$ cat config.mk
export PLATFORM = sky130hd
export DESIGN_NAME = fixed_point_divider
export DESIGN_NICKNAME = d
export VERILOG_FILES = /design/src/rtl/fixed_point_divider.sv
export SDC_FILE = /design/constraint.sdc
export NUM_CORES = 1
export LEC_CHECK = 0
export CAP_MARGIN = 5
export CORE_UTILIZATION = 41
export DETAILED_ROUTE_END_ITERATION = 6
export SLEW_MARGIN = 20
export SYNTH_ARGS = -nofsm -noshare
export SYNTH_HDL_FRONTEND = slang
export SYNTH_SLANG_ARGS = --single-unit
$ cat constraint.sdc
create_clock -name clk -period 5.25 [get_ports clk]
set_input_delay 1.05 -clock clk [delete_from_list [all_inputs] [get_ports clk]]
set_output_delay 1.05 -clock clk [all_outputs]
set_load 0.02 [all_outputs]
$ cat src/rtl/fixed_point_divider.sv
// fixed_point_divider: multi-cycle signed fixed-point restoring divider with N/V/Z flags.
// Define FXDIV_ROUND_EN to round half-away-from-zero using one extra guard quotient bit.
module fixed_point_divider #(
    parameter int DATA_WIDTH = 16,
    parameter int FRAC_BITS  = 8
) (
    input  logic                  clk,
    input  logic                  rst_n,
    input  logic                  in_valid,
    output logic                  in_ready,
    input  logic [DATA_WIDTH-1:0] A,
    input  logic [DATA_WIDTH-1:0] B,
    output logic                  out_valid,
    input  logic                  out_ready,
    output logic [DATA_WIDTH-1:0] Out,
    output logic                  N,
    output logic                  V,
    output logic                  Z
);
`ifdef FXDIV_ROUND_EN
    localparam int RB = 1;
`else
    localparam int RB = 0;
`endif
    localparam int L  = DATA_WIDTH + FRAC_BITS;
    localparam int QW = L + RB;
    localparam int CW = $clog2(QW + 1);
    localparam logic [1:0] IDLE = 2'd0, CALC = 2'd1, FIX = 2'd2, DONE = 2'd3;
    localparam logic [DATA_WIDTH-1:0] MAX = {1'b0, {(DATA_WIDTH-1){1'b1}}};
    localparam logic [DATA_WIDTH-1:0] MIN = {1'b1, {(DATA_WIDTH-1){1'b0}}};
    localparam logic [QW:0] POS_LIM = (QW+1)'(MAX);
    localparam logic [QW:0] NEG_LIM = (QW+1)'(MIN);

    logic [1:0]            state;
    logic [CW-1:0]         cnt;
    logic                  sign, div0, a_neg, a_zero, fits, res_v, accept;
    logic [DATA_WIDTH-1:0] rem, bmag, amag, bmag_in, rem_n, res;
    logic [DATA_WIDTH:0]   t;
    logic [QW-1:0]         quo;
    logic [QW:0]           mag;

    assign in_ready  = rst_n & (state == IDLE | (state == DONE & out_ready));
    assign accept    = in_valid & in_ready;
    assign out_valid = state == DONE;
    assign amag      = A[DATA_WIDTH-1] ? -A : A;
    assign bmag_in   = B[DATA_WIDTH-1] ? -B : B;
    // Remainder stays below |B| <= 2^(DATA_WIDTH-1), so the subtraction never needs the top bit.
    assign t         = {rem, quo[QW-1]};
    assign fits      = t >= {1'b0, bmag};
    assign rem_n     = fits ? t[DATA_WIDTH-1:0] - bmag : t[DATA_WIDTH-1:0];
    assign mag       = ({1'b0, quo} + (QW+1)'(RB)) >> RB;
    assign res       = div0 ? (a_zero ? '0 : a_neg ? MIN : MAX)
                     : sign ? (mag > NEG_LIM ? MIN : -mag[DATA_WIDTH-1:0])
                     : (mag > POS_LIM ? MAX : mag[DATA_WIDTH-1:0]);
    assign res_v     = div0 | (sign ? mag > NEG_LIM : mag > POS_LIM);

    always_ff @(posedge clk or negedge rst_n) begin
        if (!rst_n) begin
            state  <= IDLE;
            cnt    <= '0;
            sign   <= 1'b0;
            div0   <= 1'b0;
            a_neg  <= 1'b0;
            a_zero <= 1'b0;
            rem    <= '0;
            bmag   <= '0;
            quo    <= '0;
            Out    <= '0;
            N      <= 1'b0;
            V      <= 1'b0;
            Z      <= 1'b0;
        end else if (accept) begin
            state  <= CALC;
            cnt    <= '0;
            sign   <= A[DATA_WIDTH-1] ^ B[DATA_WIDTH-1];
            div0   <= B == '0;
            a_neg  <= A[DATA_WIDTH-1];
            a_zero <= A == '0;
            rem    <= '0;
            bmag   <= bmag_in;
            quo    <= {amag, {(FRAC_BITS+RB){1'b0}}};
        end else begin
            case (state)
                CALC: if (cnt < CW'(QW)) begin
                    rem <= rem_n;
                    quo <= {quo[QW-2:0], fits};
                    cnt <= cnt + 1'b1;
                end else state <= FIX;
                FIX: begin
                    Out   <= res;
                    N     <= res[DATA_WIDTH-1];
                    V     <= res_v;
                    Z     <= res == '0;
                    state <= DONE;
                end
                DONE: if (out_ready) state <= IDLE;
                default: ;
            endcase
        end
    end
endmodule

==> results of run 1 <==
==> worst paths after layout <==
check	end	slack (ns)	cells past startpoint
worst min-delay path	bmag[9]	0.48	2
worst max register to register	Z	2.15	9
min in group asynchronous	quo[1]	0.65	1
worst min register to register	bmag[9]	0.48	2
worst max-delay path	in_ready	1.70	4
max in group asynchronous	bmag[6]	3.56	2
==> per-stage QoR <==
step                      power (mW)  hold slack, ns  setup slack, ns  utilization [%]  area, um2
final                           4.56           0.479             1.70             49.7       6660
after global routing            4.96           0.512             1.61             49.7       6660
after CTS                       4.59           0.483             1.69             49.7       6660
after detailed placement        3.88           0.470             1.69             47.3       6330
after global placement          3.80           0.465             1.77             47.3       6330
after floorplan                 3.25           0.450             2.55                -       5680
==> final cells by class <==
class | instances | area share, %
multi-input combinational | 526 | 49.2
inverter | 29 | 1.63
clock buffer | 11 | 3.64
tap | 176 | 3.31
sequential | 85 | 31.9
timing repair buffer | 62 | 9.06
clock inverter | 5 | 1.26
==> per-layer routing <==
metal  vias up  global-route usage [%]
li1       2472                       -
met1      2346                    27.3
met2       141                    31.0
met3        17                    2.71
met4         0                    7.58
met5         -                       0
==> logic make-up (layout without fill, tap and decap cells) <==
logic type | Yosys count | after routing | synth area share [%]
buffers and inverters | 69 | 107 | 5.02
AO/OA/AOI/OAI | 185 | 185 | 20.6
adder cells (fa/ha/maj) | 26 | 26 | 5.86
multiplexers | 17 | 17 | 3.10
AND/OR/NAND/NOR | 254 | 254 | 21.2
flip-flops | 85 | 85 | 37.4
XOR/XNOR | 44 | 44 | 6.78
==> flip-flops by register name, indices dropped and copies added (netlist names), 2 cells and up <==
name,flops
quo,24
Out,16
bmag,16
rem,16
cnt,5
state,2
==> report_power, final <==
| group | switching, mW | internal, mW | leakage (nW) |
|---|---|---|---|
| sequential | 0.320 | 0.958 | 1.03 |
| clock | 0.262 | 0.431 | 0.152 |
| combinational | 1.44 | 1.15 | 1.59 |
| total | 2.03 | 2.54 | 2.77 |
==> worst register-to-register path, delay by kind of cell, from the launching register on <==
kind                       cells  cell delay [ns]
adders and majority gates      1             0.35
buffers and inverters          1             0.11
DFF                            1             0.46
and+or+nand+nor                4             0.74
AOI/OAI and AO/OA              3             1.34
==> layout by cell type (no fill, tap or decap), types with 11 or more instances in the layout <==
| cell | instances |
|---|---|
| a31oi_1 | 20 |
| nor3_1 | 14 |
| xor2_1 | 16 |
| nor2_1 | 66 |
| a21oi_1 | 51 |
| inv_1 | 29 |
| dfrtp_1 | 85 |
| xnor2_1 | 28 |
| mux2i_1 | 12 |
| clkdlybuf4s50_1 | 55 |
| o21ai_0 | 43 |
| nand4_1 | 11 |
| ha_1 | 25 |
| nand2_1 | 100 |
==> impl_metrics.yaml, run 1 <==
run_status:
  status: "complete, no violations"
cts:
  clock_latency_ns: 0.35
  cts_sinks: 85
  cts_tree: "yes"
  hold_buffers: 0
  cts_root_buf: "clkbuf_16"
  clkTransAtPathRegs_ns: 0.06
  cts_made_buffers: 9
  h-tree-depth: 3
  cts.path.max_buffers: 2
  cts_resized: 0
  cts_setup_buffers: 0
layout:
  diodes: 0
  syn_to_final_growth_pct: 17.2
  fin_nets: 775
  drive_above_1_share_pct: 5.85
  seq_area_um2: 2130
  final_cells: 894
  multi_input_area_um2: 3270
  fill_cells: 1303
setup_path:
  slowest_stage: "clkdlybuf4s50_1"
  crit_arrival_ns: 2.50
  path_class: "input pin to output pin"
  crit_top_cell: "clkdlybuf4s50_1"
  path_buf_inv: 2
  cp_top_family: "buffers and inverters"
  cp-start-kind: "input pin"
  r2r_start: "quo[0]"
  startpoint: "out_ready"
  crit_fanout: 3
  cp.required_ns: 4.20
  slowest_delay_ns: 0.65
  end_kind: "output pin"
  crit_chain: "clkdlybuf4s50_1 > a21oi_1 > nor2b_1 > clkdlybuf4s50_1"
timing:
  fin_tns_setup_ns: 0
  drv_slew: 0
  min_period_ns: 3.55
  fin_worst_skew_ns: 0.0103
  final_hold_viol_count: 0
  rsz0062_at_grt: "no"
  setup_viol: 0
  relSlewSlack_pct: 27.0
  finalCritPeriodShare_pct: 67.7
  fmax_mhz: 281
  tightest_slew_ns: 1.09
die:
  chipWidth_um: 120
  die_h_um: 120
  dieArea_um2: 14300
  core_um2: 13400
  core.rowCount: 42
  pin_count: 57
  start_util_pct: 42.4
placement:
  place_inst: 878
  gp_congestion: 0.863
  hpwl_mm: 9.70
  io_buffers: 56
pwr:
  power.leakage_nw: 2.77
  p_per_area_nw_per_um2: 685
  vdd_drop_max_mv: 0.305
synth:
  synth.distinct_cells: 65
  yosysTopAreaCell: "dfrtp_1"
  yosys-top-cells-count: "nand2_1, dfrtp_1, nor2_1"
  synth-warning-count: 0
  synth_ff_type: "dfrtp_1"
  synthArstFlopShare_pct: 100
  syn_avg_cell_area_um2: 8.36
  yosysMostFrequentCell: "nand2_1"
  ys_ff_latch: 85
  synth_nets: 742
  synth_seq_area_share_pct: 37.4
  synth_edf_count: 0
  synthTopCellsByArea: "dfrtp_1, nand2_1, ha_1"
  syn_area_um2: 5680
  syn_inst: 680
  synth_top_area_share_pct: 37.4
hold_path:
  min_from: "bmag[9]"
  hp-class: "register to register"
drt:
  ant_nets: 0
  drt_iter0_drc: 360
  maxUsedRoutingLayer: "met4"
  routed-wl-met2_mm: 6.08
  vias: 4976
  viasPerCell: 5.57
  wl_met1_mm: 6.43
  firstDrtPassIters: 5
  wl_per_cell_um: 14.9
  wl_met3_um: 595
  drc_errors: 0
  wl_mm: 13.4
global_routing:
  grt_pass1_vias: 4668
  grt-ovfl-total: 0
  grt_use_total_pct: 19.6
  antenna_found_initial: 0
  grt_pass1_wl_mm: 22.7
  grt_max_degree: 65
job:
  max-cap-violations: 0
Power figures use the tool's default switching activity.
==> run 2, diff against run 1 <==
- clock period: 5.25 -> 3.6 ns (I/O delays scaled with it)
==> run 2 against run 1 <==
Compared with the run above: clock skew decreased by 0.0040 ns; hold slack got worse by 0.22 ns; sequential cell count unchanged; clock power increased by 34%; first-iteration DRC count decreased by 25%; cell count increased by 0.56%; sequential share of layout area about the same; cell area about the same; setup slack got worse by 1.0 ns; global-route usage increased by 0.81 points; sequential power increased by 46%.
==> impl_metrics.yaml, run 2 (synthesis gave the netlist of run 1 again) <==
run_status:
  status: "complete, no violations"
cts:
  clkTransAtPathRegs_ns: 0.06
  cts_resized: 0
  cts.path.max_buffers: 2
  cts_tree: "yes"
  clock_latency_ns: 0.35
  cts_root_buf: "clkbuf_16"
  cts_setup_buffers: 0
  cts_made_buffers: 9
  hold_buffers: 0
  h-tree-depth: 3
  cts_sinks: 85
layout:
  post-route-cell-area_um2: 6660
  diodes: 0
  syn_to_final_growth_pct: 17.2
  final_cell_mix: "nand2_1, dfrtp_1, nor2_1"
  final_util_pct: 49.7
  largest_register: "quo"
  fin_nets: 780
  drive_above_1_share_pct: 6.50
  layout_commonest_cell: "nand2_1"
  largest_reg_flops: 24
placement:
  io_buffers: 56
  hpwl_mm: 9.91
  gp_congestion: 0.854
  placed_area_um2: 6370
timing:
  drv_slew: 0
  fmax_mhz: 345
  fin_tns_setup_ns: 0
  rsz0062_at_grt: "no"
  fin_worst_skew_ns: 0.00630
  min_period_ns: 2.90
  relSlewSlack_pct: 47.4
  tightest_slew_ns: 0.789
  final_hold_viol_count: 0
  setup_viol: 0
  finalCritPeriodShare_pct: 80.6
die:
  die_h_um: 120
  core.rowCount: 42
  dieArea_um2: 14300
  start_util_pct: 42.4
  core_um2: 13400
  chipWidth_um: 120
  pin_count: 57
global_routing:
  use_met1_pct: 27.9
  grt_max_degree: 63
  grt_util_met2_pct: 32.6
  grt_use_met3_pct: 2.52
  antenna_found_initial: 0
  grt_pass1_vias: 4884
  grt_use_total_pct: 20.5
  grt-ovfl-total: 0
  grt-busiest-layer: "met2"
  grt_pass1_wl_mm: 23.6
drt:
  firstDrtPassIters: 4
  viasPerCell: 5.53
  drt_iter0_drc: 270
  wl_per_cell_um: 15.1
  ant_nets: 0
  vias: 4975
  wl_mm: 13.6
  drc_errors: 0
pwr:
  vdd_drop_max_mv: 0.338
  p_per_area_nw_per_um2: 994
  power_mw: 6.63
  power.leakage_nw: 2.79
setup_path:
  path_class: "input pin to output pin"
  crit_top_cell: "clkdlybuf4s50_1"
  r2r-end: "rem[2]"
  startpoint: "out_ready"
  r2r_start: "rem[5]"
  end_kind: "output pin"
  regToRegSetupSlack_ns: 0.75
  slowest_delay_ns: 0.66
  cp-start-kind: "input pin"
  cp.required_ns: 2.88
  crit_end: "in_ready"
  crit_fanout: 3
  crit_arrival_ns: 2.18
  slowest_stage: "clkdlybuf4s50_1"
  crit_chain: "clkdlybuf4s50_1 > a21oi_1 > nor2b_1 > clkdlybuf4s50_1"
  r2r_cells: 10
job:
  max-cap-violations: 0
hold_path:
  hp-class: "input pin to async pin"
## run 2: per-stage QoR
stage	worst slack [ns]	hold slack (ns)	instances
after detailed placement	0.612	0.475	883
final	0.697	0.260	899
after global placement	0.651	0.470	883
after floorplan	1.23	0.424	680
after global routing	0.511	0.285	899
after CTS	0.671	0.272	899
## run 2: power breakdown
group	leakage (nW)	switching [mW]	total [mW]	internal, mW
Clock	0.149	0.379	0.930	0.552
Combinational	1.61	2.14	3.83	1.69
Sequential	1.03	0.470	1.87	1.40
Total	2.79	2.99	6.63	3.64
## run 2: final cells by class
| class | instances | area, um2 |
|---|---|---|
| Fill cell | 1336 | 6740 |
| Multi-Input combinational cell | 526 | 3270 |
| Sequential cell | 85 | 2130 |
| Timing Repair Buffer | 67 | 641 |
| Clock buffer | 11 | 243 |
| Tap cell | 176 | 220 |
| Inverter | 29 | 109 |
| Clock inverter | 5 | 50.0 |
## run 2: how the worst min path moves through the flow
stage | startpoint | to | cells after the start
2_1_floorplan | rst_n | Out[0] | 0
3_3_place_gp | bmag[11] | bmag[11] | 2
3_5_place_dp | bmag[11] | bmag[11] | 2
4_1_cts | rst_n | state[1] | 1
5_1_grt | rst_n | state[1] | 1
6_report | rst_n | state[1] | 1
## run 2: worst max-delay path, delay by kind of cell
kind | cells | cell delay (ns)
AO/OA/AOI/OAI | 1 | 0.07
buffers and inverters | 2 | 1.14
AND/OR/NAND/NOR | 1 | 0.25
## run 2: layer usage
metal  vias up  wire [um]
li1       2484          -
met1      2345       6690
met2       123       6080
met3        23        480
met4         0        338
met5         -          0
==> run 3, diff against run 2 <==
- clock period: 3.6 -> 2.4 ns (I/O delays scaled with it)
==> run 3 against run 2 <==
Compared with the run above: the flow now finishes with violations (design-rule violations, negative setup slack); utilization is 8.9 points higher; sequential share of layout area is 4.8 points lower; non-clock buffer count is 102 higher; sequential cell count stayed put; power is 84% higher; hold slack worse by 0.14 ns; die area stayed put; register-to-register slack worse by 0.80 ns; critical path type is now register to register; critical endpoint is now Z; largest power group unchanged.
==> impl_metrics.yaml, run 3 (synthesis gave the netlist of run 1 again) <==
run_status:
  status: "finished, violations left"
  violations: "design-rule violations, negative setup slack"
pwr:
  p_seq_share_pct: 21.9
  net-switching-power_mw: 5.21
  p_sw_share_pct: 42.6
  power.leakage_nw: 3.35
  p_per_area_nw_per_um2: 1560
  comb_power_share_pct: 66.6
  p_int_mw: 7.01
  vdd_drop_max_mv: 0.533
  clkPwrFrac_pct: 11.5
  power_mw: 12.2
cts:
  h-tree-depth: 3
  cts_made_buffers: 9
  cts_root_buf: "clkbuf_16"
  cts_sinks: 85
  clock_latency_ns: 0.35
  cts.path.max_buffers: 2
  hold_buffers: 0
  clkTransAtPathRegs_ns: 0.06
  cts_tree: "yes"
placement:
  dp_slack_ns: -0.257
  placed_area_um2: 7070
  io_buffers: 56
  place_inst: 971
  gp_congestion: 0.867
  hpwl_mm: 10.7
setup_path:
  cp.required_ns: 2.64
  r2r_cells: 9
  cp-start-kind: "register"
  path_class: "register to register"
  end_kind: "register"
  crit_arrival_ns: 2.69
  crit_fanout: 5
  r2r_start: "quo[5]"
  r2r-end: "Z"
  regToRegSetupSlack_ns: -0.05
layout:
  largest_reg_flops: 24
  largest_register: "quo"
  fin_nets: 882
  diodes: 0
  final_cell_mix: "buf_4, nand2_1, dfrtp_1"
  syn_to_final_growth_pct: 38.1
  final_util_pct: 58.6
  final_cells: 1001
  layout_commonest_cell: "buf_4"
  drive_above_1_share_pct: 24.1
  post-route-cell-area_um2: 7850
timing:
  fin_worst_skew_ns: 0.00662
  drv_slew: 0
  fin_tns_setup_ns: -0.101
  setup_viol: 5
  final_hold_viol_count: 0
  relSlewSlack_pct: 48.7
  fin_ws_ns: -0.0533
  fmax_mhz: 408
  timing.hold.ws_ns: 0.124
  finalCritPeriodShare_pct: 102
  rsz0062_at_grt: "yes"
  min_period_ns: 2.45
  tightest_slew_ns: 0.769
global_routing:
  antenna_found_initial: 0
  grt_use_total_pct: 21.5
  grt-ovfl-total: 0
  grt_pass1_wl_mm: 24.5
  grt_pass1_vias: 5103
  grt_max_degree: 71
die:
  pin_count: 57
  dieArea_um2: 14300
  core.rowCount: 42
  core_um2: 13400
  chipWidth_um: 120
  start_util_pct: 42.4
  die_h_um: 120
drt:
  firstDrtPassIters: 7
  drt_iter0_drc: 270
  wl_per_cell_um: 15.1
  wl_mm: 15.1
  vias: 5409
  drc_errors: 2
  viasPerCell: 5.40
  ant_nets: 0
job:
  max-cap-violations: 0
hold_path:
  hp-class: "input pin to async pin"
## run 3: cell types whose count changed in the layout (fill, tap and decap cells not counted), sizes merged
| cell | before | now |
|---|---|---|
| buf | 12 | 114 |
| clkinv | 4 | 2 |
| clkbuf | 11 | 12 |
| clkdlybuf4s50 | 55 | 54 |
| clkinvlp | 0 | 1 |
| dlygate4sd2 | 0 | 1 |
## run 3: critical path, stage by stage (launching register included)
cell	delay (ns)
dfrtp_2	0.45
buf_4	0.18
nor4b_4	0.21
nand4_1	0.21
a211oi_4	0.42
and3_1	0.24
o21ai_1	0.12
o311ai_4	0.15
nor3_2	0.08
a32o_2	0.26
## run 3: final cells by class
type	instances	area, um2
clock buffers	12	246
well taps	176	220
clock inverters	4	47.5
inverters	29	109
repair buffers	169	1450
multi-input cells	526	3650
fillers	1166	5550
flip-flops and latches	85	2130
## run 3: power groups by stage
stage          Clock (mW)  Sequential [mW]  Combinational [mW]
2_1_floorplan           0             2.68                4.43
3_3_place_gp            0             2.59                6.95
3_5_place_dp            0             2.62                7.09
4_1_cts              1.44             2.62                7.41
5_1_grt              1.49             2.76                8.91
6_report             1.41             2.67                8.14
## run 3: what timing repair did
item | in CTS | in global routing
pin swaps | 11 | 22
endpoints found under the hold margin | 0 | 0
cloned | 0 | 0
gates resized for setup | 20 | 53
setup buffers | 7 | 8
endpoints found under the setup margin | 16 | 23
## run 3: worst max path at each step
| stage | startpoint | endpoint | slack [ns] | cells past startpoint |
|---|---|---|---|---|
| 2_1_floorplan | quo[0] | Z | 0.03 | 11 |
| 3_3_place_gp | A[8] | quo[22] | -0.23 | 7 |
| 5_1_grt | quo[5] | Z | -0.11 | 9 |
| 3_5_place_dp | A[8] | quo[22] | -0.26 | 7 |
| 6_report | quo[5] | Z | -0.05 | 9 |
| 4_1_cts | quo[23] | rem[14] | -0.04 | 11 |
## run 3: layer usage
layer	global-route usage (%)	up-vias	wire length, um
met4	8.98	0	366
met5	0	-	0
li1	-	2676	-
met2	34.9	138	7130
met3	2.80	24	650
met1	29.0	2571	7000
